**src/rtl/elevator_car_ctrl.sv**
```systemverilog
// Single elevator car: latches hall/car requests, runs a LOOK scan, and drives
// the motor command and door with cycle-counted travel and dwell times.
module elevator_car_ctrl #(
   parameter int NFLOOR     = 11,
   parameter int TRAVEL_CYC = 4,
   parameter int DOOR_CYC   = 3,
   parameter int FW         = $clog2(NFLOOR)
) (
   input  logic              clk,
   input  logic              rst,
   input  logic [NFLOOR-1:0] hall_up,
   input  logic [NFLOOR-1:0] hall_dn,
   input  logic [NFLOOR-1:0] car_req,
   output logic [1:0]        motor_signal,
   output logic              door_open,
   output logic [FW-1:0]     cur_floor,
   output logic              dir_up,
   output logic [NFLOOR-1:0] pend_up,
   output logic [NFLOOR-1:0] pend_dn,
   output logic [NFLOOR-1:0] pend_car,
   output logic              busy
);

   localparam int TW = (TRAVEL_CYC > 1) ? $clog2(TRAVEL_CYC) : 1;
   localparam int DW = (DOOR_CYC > 1) ? $clog2(DOOR_CYC) : 1;
   localparam logic [NFLOOR-1:0] UP_MASK = {1'b0, {(NFLOOR-1){1'b1}}};
   localparam logic [NFLOOR-1:0] DN_MASK = {{(NFLOOR-1){1'b1}}, 1'b0};

   typedef enum logic [1:0] {IDLE, MOVE, DOOR} state_t;

   state_t            state_q, state_d;
   logic [FW-1:0]     cur_floor_q, cur_floor_d;
   logic              dir_up_q, dir_up_d;
   logic [TW-1:0]     tcnt_q, tcnt_d;
   logic [DW-1:0]     dcnt_q, dcnt_d;
   logic [NFLOOR-1:0] pend_up_q, pend_up_d;
   logic [NFLOOR-1:0] pend_dn_q, pend_dn_d;
   logic [NFLOOR-1:0] pend_car_q, pend_car_d;

   logic [NFLOOR-1:0] in_up, in_dn;
   logic [NFLOOR-1:0] req_up, req_dn, req_car, req_all, pend_all;
   logic [FW-1:0]     arr_floor, door_f;
   logic              enter_door;

   function automatic logic any_beyond(input logic [NFLOOR-1:0] r,
                                       input logic [FW-1:0] f,
                                       input logic up);
      any_beyond = 1'b0;
      for (int i = 0; i < NFLOOR; i++) begin
         if (up ? (i > int'(f)) : (i < int'(f))) any_beyond = any_beyond | r[i];
      end
   endfunction

   // Stop at f for car calls, same-direction hall calls, or any hall call at the scan end.
   function automatic logic stop_at(input logic [NFLOOR-1:0] up_v,
                                    input logic [NFLOOR-1:0] dn_v,
                                    input logic [NFLOOR-1:0] car_v,
                                    input logic [FW-1:0] f,
                                    input logic up);
      logic ahead;
      ahead   = any_beyond(up_v | dn_v | car_v, f, up);
      stop_at = car_v[f] | (up ? up_v[f] : dn_v[f]) | (!ahead & (up_v[f] | dn_v[f]));
   endfunction

   always_comb begin
      in_up    = hall_up & UP_MASK;
      in_dn    = hall_dn & DN_MASK;
      req_up   = pend_up_q | in_up;
      req_dn   = pend_dn_q | in_dn;
      req_car  = pend_car_q | car_req;
      req_all  = req_up | req_dn | req_car;
      pend_all = pend_up_q | pend_dn_q | pend_car_q;

      state_d     = state_q;
      cur_floor_d = cur_floor_q;
      dir_up_d    = dir_up_q;
      tcnt_d      = tcnt_q;
      dcnt_d      = dcnt_q;
      pend_up_d   = req_up;
      pend_dn_d   = req_dn;
      pend_car_d  = req_car;
      enter_door  = 1'b0;
      door_f      = cur_floor_q;
      arr_floor   = dir_up_q ? cur_floor_q + FW'(1) : cur_floor_q - FW'(1);

      case (state_q)
         IDLE: begin
            if (stop_at(pend_up_q, pend_dn_q, pend_car_q, cur_floor_q, dir_up_q)) begin
               enter_door = 1'b1;
            end else if (any_beyond(pend_all, cur_floor_q, dir_up_q)) begin
               state_d = MOVE;
               tcnt_d  = '0;
            end else if (any_beyond(pend_all, cur_floor_q, !dir_up_q)) begin
               dir_up_d = !dir_up_q;
               state_d  = MOVE;
               tcnt_d   = '0;
            end
         end
         MOVE: begin
            if (tcnt_q == TW'(TRAVEL_CYC - 1)) begin
               tcnt_d      = '0;
               cur_floor_d = arr_floor;
               if (stop_at(req_up, req_dn, req_car, arr_floor, dir_up_q)) begin
                  enter_door = 1'b1;
                  door_f     = arr_floor;
               end
            end else begin
               tcnt_d = tcnt_q + TW'(1);
            end
         end
         DOOR: begin
            // Calls at the open floor are absorbed as a door reopen, never latched.
            pend_up_d[cur_floor_q]  = pend_up_q[cur_floor_q];
            pend_dn_d[cur_floor_q]  = pend_dn_q[cur_floor_q];
            pend_car_d[cur_floor_q] = pend_car_q[cur_floor_q];
            if (car_req[cur_floor_q] | in_up[cur_floor_q] | in_dn[cur_floor_q]) begin
               dcnt_d = '0;
            end else if (dcnt_q == DW'(DOOR_CYC - 1)) begin
               state_d = IDLE;
            end else begin
               dcnt_d = dcnt_q + DW'(1);
            end
         end
         default: state_d = IDLE;
      endcase

      if (enter_door) begin
         state_d            = DOOR;
         dcnt_d             = '0;
         pend_car_d[door_f] = 1'b0;
         if (dir_up_q) pend_up_d[door_f] = 1'b0;
         else          pend_dn_d[door_f] = 1'b0;
         if (!any_beyond(req_all, door_f, dir_up_q)) begin
            pend_up_d[door_f] = 1'b0;
            pend_dn_d[door_f] = 1'b0;
            if (any_beyond(req_all, door_f, !dir_up_q)) dir_up_d = !dir_up_q;
         end
      end
   end

   always_ff @(posedge clk) begin
      if (rst) begin
         state_q     <= IDLE;
         cur_floor_q <= '0;
         dir_up_q    <= 1'b1;
         tcnt_q      <= '0;
         dcnt_q      <= '0;
         pend_up_q   <= '0;
         pend_dn_q   <= '0;
         pend_car_q  <= '0;
      end else begin
         state_q     <= state_d;
         cur_floor_q <= cur_floor_d;
         dir_up_q    <= dir_up_d;
         tcnt_q      <= tcnt_d;
         dcnt_q      <= dcnt_d;
         pend_up_q   <= pend_up_d;
         pend_dn_q   <= pend_dn_d;
         pend_car_q  <= pend_car_d;
      end
   end

   always_comb begin
      motor_signal = 2'b00;
      if (state_q == MOVE) motor_signal = dir_up_q ? 2'b01 : 2'b10;
   end

   assign door_open = (state_q == DOOR);
   assign cur_floor = cur_floor_q;
   assign dir_up    = dir_up_q;
   assign pend_up   = pend_up_q;
   assign pend_dn   = pend_dn_q;
   assign pend_car  = pend_car_q;
   assign busy      = (state_q != IDLE) | (|pend_all);

endmodule

```
**config.mk**
```make
export PLATFORM = sky130hd
export DESIGN_NAME = elevator_car_ctrl
export DESIGN_NICKNAME = d
export VERILOG_FILES = /design/src/rtl/elevator_car_ctrl.sv
export SDC_FILE = /design/constraint.sdc
export NUM_CORES = 1
export LEC_CHECK = 0
export CAP_MARGIN = 20
export CORE_ASPECT_RATIO = 0.9
export CORE_MARGIN = 5
export CORE_UTILIZATION = 30
export DETAILED_ROUTE_END_ITERATION = 10
export PLACE_DENSITY_LB_ADDON = 0.05
export REMOVE_ABC_BUFFERS = 1
export SLEW_MARGIN = 10
export SYNTH_ARGS = -nofsm -noshare
export SYNTH_HDL_FRONTEND = slang
export SYNTH_SLANG_ARGS = --single-unit
```
**constraint.sdc**
```tcl
create_clock -name clk -period 16.08 [get_ports clk]
set_input_delay 4.02 -clock clk [delete_from_list [all_inputs] [get_ports clk]]
set_output_delay 4.02 -clock clk [all_outputs]
set_load 0.02 [all_outputs]
```
### Word level (Yosys, flattened, before mapping)

Index checks and enable logic that the tools add are counted.

* shift-type cells: 0
* $add $sub $neg: 4
* bitwise gates (word level): 85
* divide/modulo/power cells: 0
* mux-type cells: 311
* equality and inequality tests: 14
* reduce and logical (&&, ||, !) cells: 15
* magnitude comparators: 68
* multiply operators: 0

Operators by type and width (number)
* 1-bit 2-to-1 mux: 264
* 11-bit 2-to-1 mux: 12
* 1-bit bitwise OR: 69
* 11-bit bitwise OR: 6
* 11-bit bitwise AND: 5
* 3-bit by 4-bit > comparator with 1-bit output (first input constant): 12
* 3-bit by 4-bit < comparator with 1-bit output (first input constant): 12
* 1-bit binary-select mux with 4-bit select: 9
* 4-bit > comparator (first input constant): 9
* 4-bit < comparator (first input constant): 9
* 11-bit bitwise mux: 3
* 2-bit 2-to-1 mux: 14
* 2-bit by 4-bit > comparator with 1-bit output (first input constant): 6
* 1-bit by 4-bit < comparator with 1-bit output (first input constant): 6
* 2-bit by 4-bit < comparator with 1-bit output (first input constant): 6
* 4-bit 2-to-1 mux: 4
* 4-bit by 5-bit < comparator with 1-bit output (second input constant): 3
* 1-bit by 4-bit > comparator with 1-bit output (first input constant): 3
* 11-bit NOT: 1
* 11-bit by 10-bit bitwise OR with 11-bit output: 1
* 11-bit OR reduction: 1
* 5-bit AND reduction: 2
* 3-bit != test (second input constant): 3
* 1-bit demux with 4-bit select: 2
* 22 further kinds: 35

* memories kept: 0
* bits of input ports: 35
* output and inout port bits: 42
* RAM bits: 0
* bits in read-only memories: 0
* bits in latches: 0
* flip-flop bits (word level): 44

### Longest topological paths before layout

* depth after elaboration: 139
* depth in mapped cells: 21
* mapped depth without buffers: 15

### Worst setup path after synthesis

No wires, ideal clock.

* path kind: input to register
* start point: in hall_up[5]
* end point: reg pend_up_q[1] (netlist: pend_up[1])
* library setup time: 119 ps
* cell stages on the path: 13
* slack: 9066 ps
* data arrival time: 6895 ps
* cells stage by stage: nor2_1 -> mux2i_1 -> mux4_2 -> mux2_2 -> o32a_1 -> a41o_2 -> nand2_4 -> mux2i_1 -> a2111oi_2 -> o2111ai_1 -> nor3_2 -> nor2_4 -> o221a_1

* cells in the longest elaborated chain, start to end: 69
* elaborated cells on any way between the ends: 117

RTL lines
* start: declaration: RTL line 11 `input logic [NFLOOR-1:0] hall_up,`
* 11-bit by 10-bit bitwise OR with 11-bit output *: RTL line 68 `req_up = pend_up_q | in_up;`
* 11-bit bitwise OR (2 in series): RTL line 61, 71
* 1-bit bitwise OR: RTL line 50 `if (up ? (i > int'(f)) : (i < int'(f))) any_beyond = any_beyond | r[i];`
* 1-bit 2-to-1 mux: RTL line 50
* 1-bit 2-to-1 mux: RTL line 100 `if (tcnt_q == TW'(TRAVEL_CYC - 1)) begin`
* 1-bit 2-to-1 mux: RTL line 86 `case (state_q)`
* 1-bit bitwise OR: RTL line 50
* 1-bit 2-to-1 mux: RTL line 50
* [52 not listed]
* 1-bit bitwise OR: RTL line 50
* 1-bit 2-to-1 mux: RTL line 50
* 1-bit 2-to-1 mux: RTL line 127 `if (enter_door) begin`
* 1-bit bitwise OR: RTL line 50
* 1-bit 2-to-1 mux: RTL line 50
* 1-bit 2-to-1 mux: RTL line 127
* 11-bit 2-to-1 mux: RTL line 133 `if (!any_beyond(req_all, door_f, dir_up_q)) begin`
* 11-bit 2-to-1 mux *: RTL line 127
* end signal: assignment: RTL line 157 `pend_up_q <= pend_up_d;`
* end: declaration: RTL line 36 `logic [NFLOOR-1:0] pend_up_q, pend_up_d;`

Mark *: on every way between the ends. The rest lies on a longest branch, timed or not. The select of a mux whose other input is x is not followed.
A chain may end at the register's enable or synchronous reset.

### Final worst setup path

* start point: in hall_dn[9]
* end point: reg pend_up_q[2] (netlist: pend_up[2])

* cells in the longest elaborated chain, start to end: 53
* elaborated cells on any way between the ends: 101

RTL lines
* start: declaration: RTL line 12 `input logic [NFLOOR-1:0] hall_dn,`
* 11-bit bitwise OR *: RTL line 69 `req_dn = pend_dn_q | in_dn;`
* 11-bit bitwise OR (2 in series): RTL line 61, 71
* 1-bit bitwise OR: RTL line 50
* 1-bit 2-to-1 mux: RTL line 50
* 1-bit 2-to-1 mux: RTL line 100
* 1-bit 2-to-1 mux: RTL line 86
* 1-bit bitwise OR: RTL line 50
* 1-bit 2-to-1 mux: RTL line 50
* [36 not listed]
* 1-bit bitwise OR: RTL line 50
* 1-bit 2-to-1 mux: RTL line 50
* 1-bit 2-to-1 mux: RTL line 127
* 1-bit bitwise OR: RTL line 50
* 1-bit 2-to-1 mux: RTL line 50
* 1-bit 2-to-1 mux: RTL line 127
* 11-bit 2-to-1 mux: RTL line 133
* 11-bit 2-to-1 mux *: RTL line 127

Marked as above.

==> results by group <==
Status
  – Status: finished clean

Setup path
  – First element of the critical path: hall_dn[9]
  – Number of cells traversed by the worst register-to-register path: 16
  – Worst Setup End Kind: register
  – Worst EP arrival: around 8.5 ns
  – Reg-to-reg endpoint: pend_up[2]
  – Required time at the worst-slack endpoint: 16.27 ns
  – Top fanout value on the critical path: 17
  – Reg2reg start: cur_floor[1]
  – Worst R2R Setup Slack: a little over 10 ns
  – Critical path startpoint category: primary input
  – Setup CP Type: in -> reg

Detailed routing
  – # DRC: 0
  – Drt via density: roughly 6.4
  – Number of DRC violations after detailed-routing iteration 0: about 720
  – Overall via count from detail_route: slightly above 6,000
  – Average wire per standard cell: approximately 26 microns
  – Number of nets still failing antenna checks after routing: 0
  – Count of TritonRoute iterations in the first routing pass: 5
  – Routed WL: 25,100 microns

Placement
  – Number of cells after detailed placement: approximately 950
  – Final weighted congestion in routability-driven placement: 0.965
  – Post-DP HPWL: about 18,000 microns
  – Cell area reported after detailed placement: around 5900 sq um
  – Number of port buffers: 74
  – Worst-case setup slack after placement: ~7.6 ns

Floorplanning
  – Die X: between 100 and 150 microns
  – Initial Util: 0.302
  – Area of the core: between 15,000 and 20,000 sq um
  – Number of top-level pins: 77
  – Number of placement rows: 45
  – Height of the die: 133 microns
  – Overall die area: 19,500 sq um

Timing
  – Number of pins with negative max-slew slack in the final report: 0
  – Tightest hold margin: 0.497 ns
  – Final setup vio count: 0
  – Unrepaired setup endpoints after global routing: no
  – Worst Max-Slew Pin Slew: between 0.9 and 1 ns
  – Post-route fraction of the period consumed by the critical path: 0.517
  – Headroom to the max-slew limit: 0.346
  – Top achievable clock speed: approximately 0.12 GHz
  – Period minus WS final: about 8.3 ns
  – Min setup slack post-route: 7.77 ns
  – Setup TNS after final layout: 0 ns
  – Largest clock skew in the final design: 0.0129 ns
  – Final Hold Vio Count: 0

Pwr
  – Int Power: ~0.26 mW
  – P_sw: roughly 0.17 mW
  – Leak Pwr: around 2.1 nW
  – Sequential Power Share: 0.316
  – Pwr Density: 70.7 nW/um^2
  – Net Sw Frac: 0.403
  – Combinational power share: 0.387
  – Clock network fraction of design power: 0.297
  – Maximum VDD drop: about 0.048 mV
  – Total Power: 0.432 mW

Flow run
  – Number of max-cap violations: 0

Clocking
  – TritonCTS buffer count: 5
  – Number of buffers inserted by hold repair at cts: 0
  – Maximum root-to-sink buffer count: 2
  – Root buf cell: clkbuf_16
  – Number of gates resized after CTS: 0
  – CTS tree: done
  – H-tree Lvls: 2
  – Clock sink count: 44
  – Insertion delay of the later-clocked pin in the worst-skew pair: about 0.31 ns
  – Clock slew at reported path FFs: about 0.070 ns
  – Post-CTS Setup Inserts: 0

Global route
  – Via count of the first global-routing pass: 5,873
  – Wire length of the first global-routing pass: 37,200 microns
  – Pin count of the biggest net entering global routing: 61
  – Global-route usage over all layers: 0.247
  – Antenna violations before repair: 0
  – Global route total overflow: 0

Logic synthesis
  – Post-synthesis sequential element count: 44
  – Synthesized netlist cell count: between 600 and 700
  – Netlist area before placement: between 5000 and 6000 sq um
  – Yosys Warn Count: 0
  – Fraction of synthesized cell area taken by the top area cell type: 0.175
  – Top cell type by total area after synthesis: dfxtp_1
  – Async set-reset flop share out of synthesis: 0
  – Sequential element share of the synthesized area: 0.175
  – Largest cells by area after synthesis: dfxtp_1 (17%), mux4_2 (6.3%), nor2_1 (6.3%)
  – Number of different library cells in the post-synthesis netlist: 75
  – Leading register cell type out of synthesis: dfxtp_1
  – Number of flops mapped to enable cells by yosys: 0
  – Avg Cell Area, Syn: ~7 sq um

Final layout
  – Register Area: 885 sq um
  – # fillers: 1,803
  – Share of the core filled with cells: 0.367
  – Final-stage net count: 786
  – Post-synthesis to final-layout area growth: 21.3%
  – Finished layout cell area: 6110 sq um
  – Fraction of final layout cells with drive strength greater than 1: 0.0992
  – Commonest cells after routing, fill and taps aside: nor2_1 (84), clkdlybuf4s50_1 (74), nand2_1 (70)
  – Most common cell after layout, fill and taps aside: nor2_1
  – Post-Layout Cell Count: approximately 960
  – Combined area of the multi-input logic cells: a little under 4000 sq um
  – Number of antenna repair diodes: 0

Hold path
  – Hold path endpoint: tcnt_q[1]
  – Type of the most critical hold path: reg -> reg
  – Worst Min Path Start: tcnt_q[1]
  – Worst hold path cell count: 2
==> critical path: stages <==
cell	delay [ns]
clkdlybuf4s50_1	0.44
nor2_1	0.29
nand3_1	0.36
a31oi_1	0.24
o221ai_1	0.16
nor4_2	0.38
a41oi_2	0.27
nor2_4	0.48
mux2i_1	0.51
o221a_2	0.26
a31oi_1	0.06
nor3_2	0.51
nor2_4	0.19
o221a_1	0.31
==> worst max-delay path by stage <==
stage / to / slack, ns / cells after the start
2_1_floorplan: motor_signal[0] / 8.77 / 2
3_5_place_dp: pend_dn[7] / 7.61 / 14
3_3_place_gp: pend_up[2] / 7.58 / 14
6_report: pend_up[2] / 7.77 / 14
5_1_grt: pend_up[6] / 7.63 / 14
4_1_cts: pend_up[2] / 7.89 / 14
==> cells by family (layout without fill, tap and decap cells) <==
logic type / count (synthesis) / count (layout) / share of synthesized area
simple gates: 291 / 291 / 0.282
flops: 44 / 44 / 0.175
fa+ha+maj: 7 / 7 / 0.0169
buf+inv: 69 / 116 / 0.0596
compound gates: 237 / 237 / 0.326
mux: 41 / 41 / 0.120
xor+xnor: 10 / 10 / 0.0204
==> Yosys cell counts (8+ instances only) <==
cell      count
xnor2_1       8
clkbuf_1     28
a31oi_1      10
inv_1        13
o211ai_1      8
nor3_1       34
buf_2        15
o21ai_0      53
nor2_1       84
or3_1        14
dfxtp_1      44
nand2_1      70
nand3_1      23
mux4_2       14
o221a_1      17
nor2b_1       8
a211oi_1     16
mux2i_1      19
a21oi_1      58
==> final cells by class <==
class	instances	area share
clock inverters	3	0.00758
inverters	16	0.00983
clock buffers	5	0.0205
well taps	211	0.0432
flip-flops and latches	44	0.145
multi-input cells	586	0.631
repair buffers	92	0.143
==> metal layers <==
metal | vias to the layer above | global-route usage | share of wire
met4 | 0 | 0.0784 | 0.028
met3 | 50 | 0.0452 | 0.077
met1 | 3020 | 0.356 | 0.46
met2 | 313 | 0.372 | 0.43
li1 | 2740 | - | -
met5 | - | 0 | 0
==> state kept, by name, summed over array words and instances (netlist names) <==
signal,count
state_q,2
cur_floor,4
pend_car,11
pend_dn,11
dcnt_q,2
tcnt_q,2
dir_up,1
pend_up,11
==> power by group through the flow <==
stage	clock network (mW)	logic (mW)	registers [mW]
after detailed placement	0	0.164	0.139
after global placement	0	0.165	0.139
after CTS	0.130	0.165	0.137
after global routing	0.134	0.179	0.139
after floorplan	0	0.0774	0.144
final	0.128	0.167	0.137
Note: power is estimated with default switching activity, not from simulation.
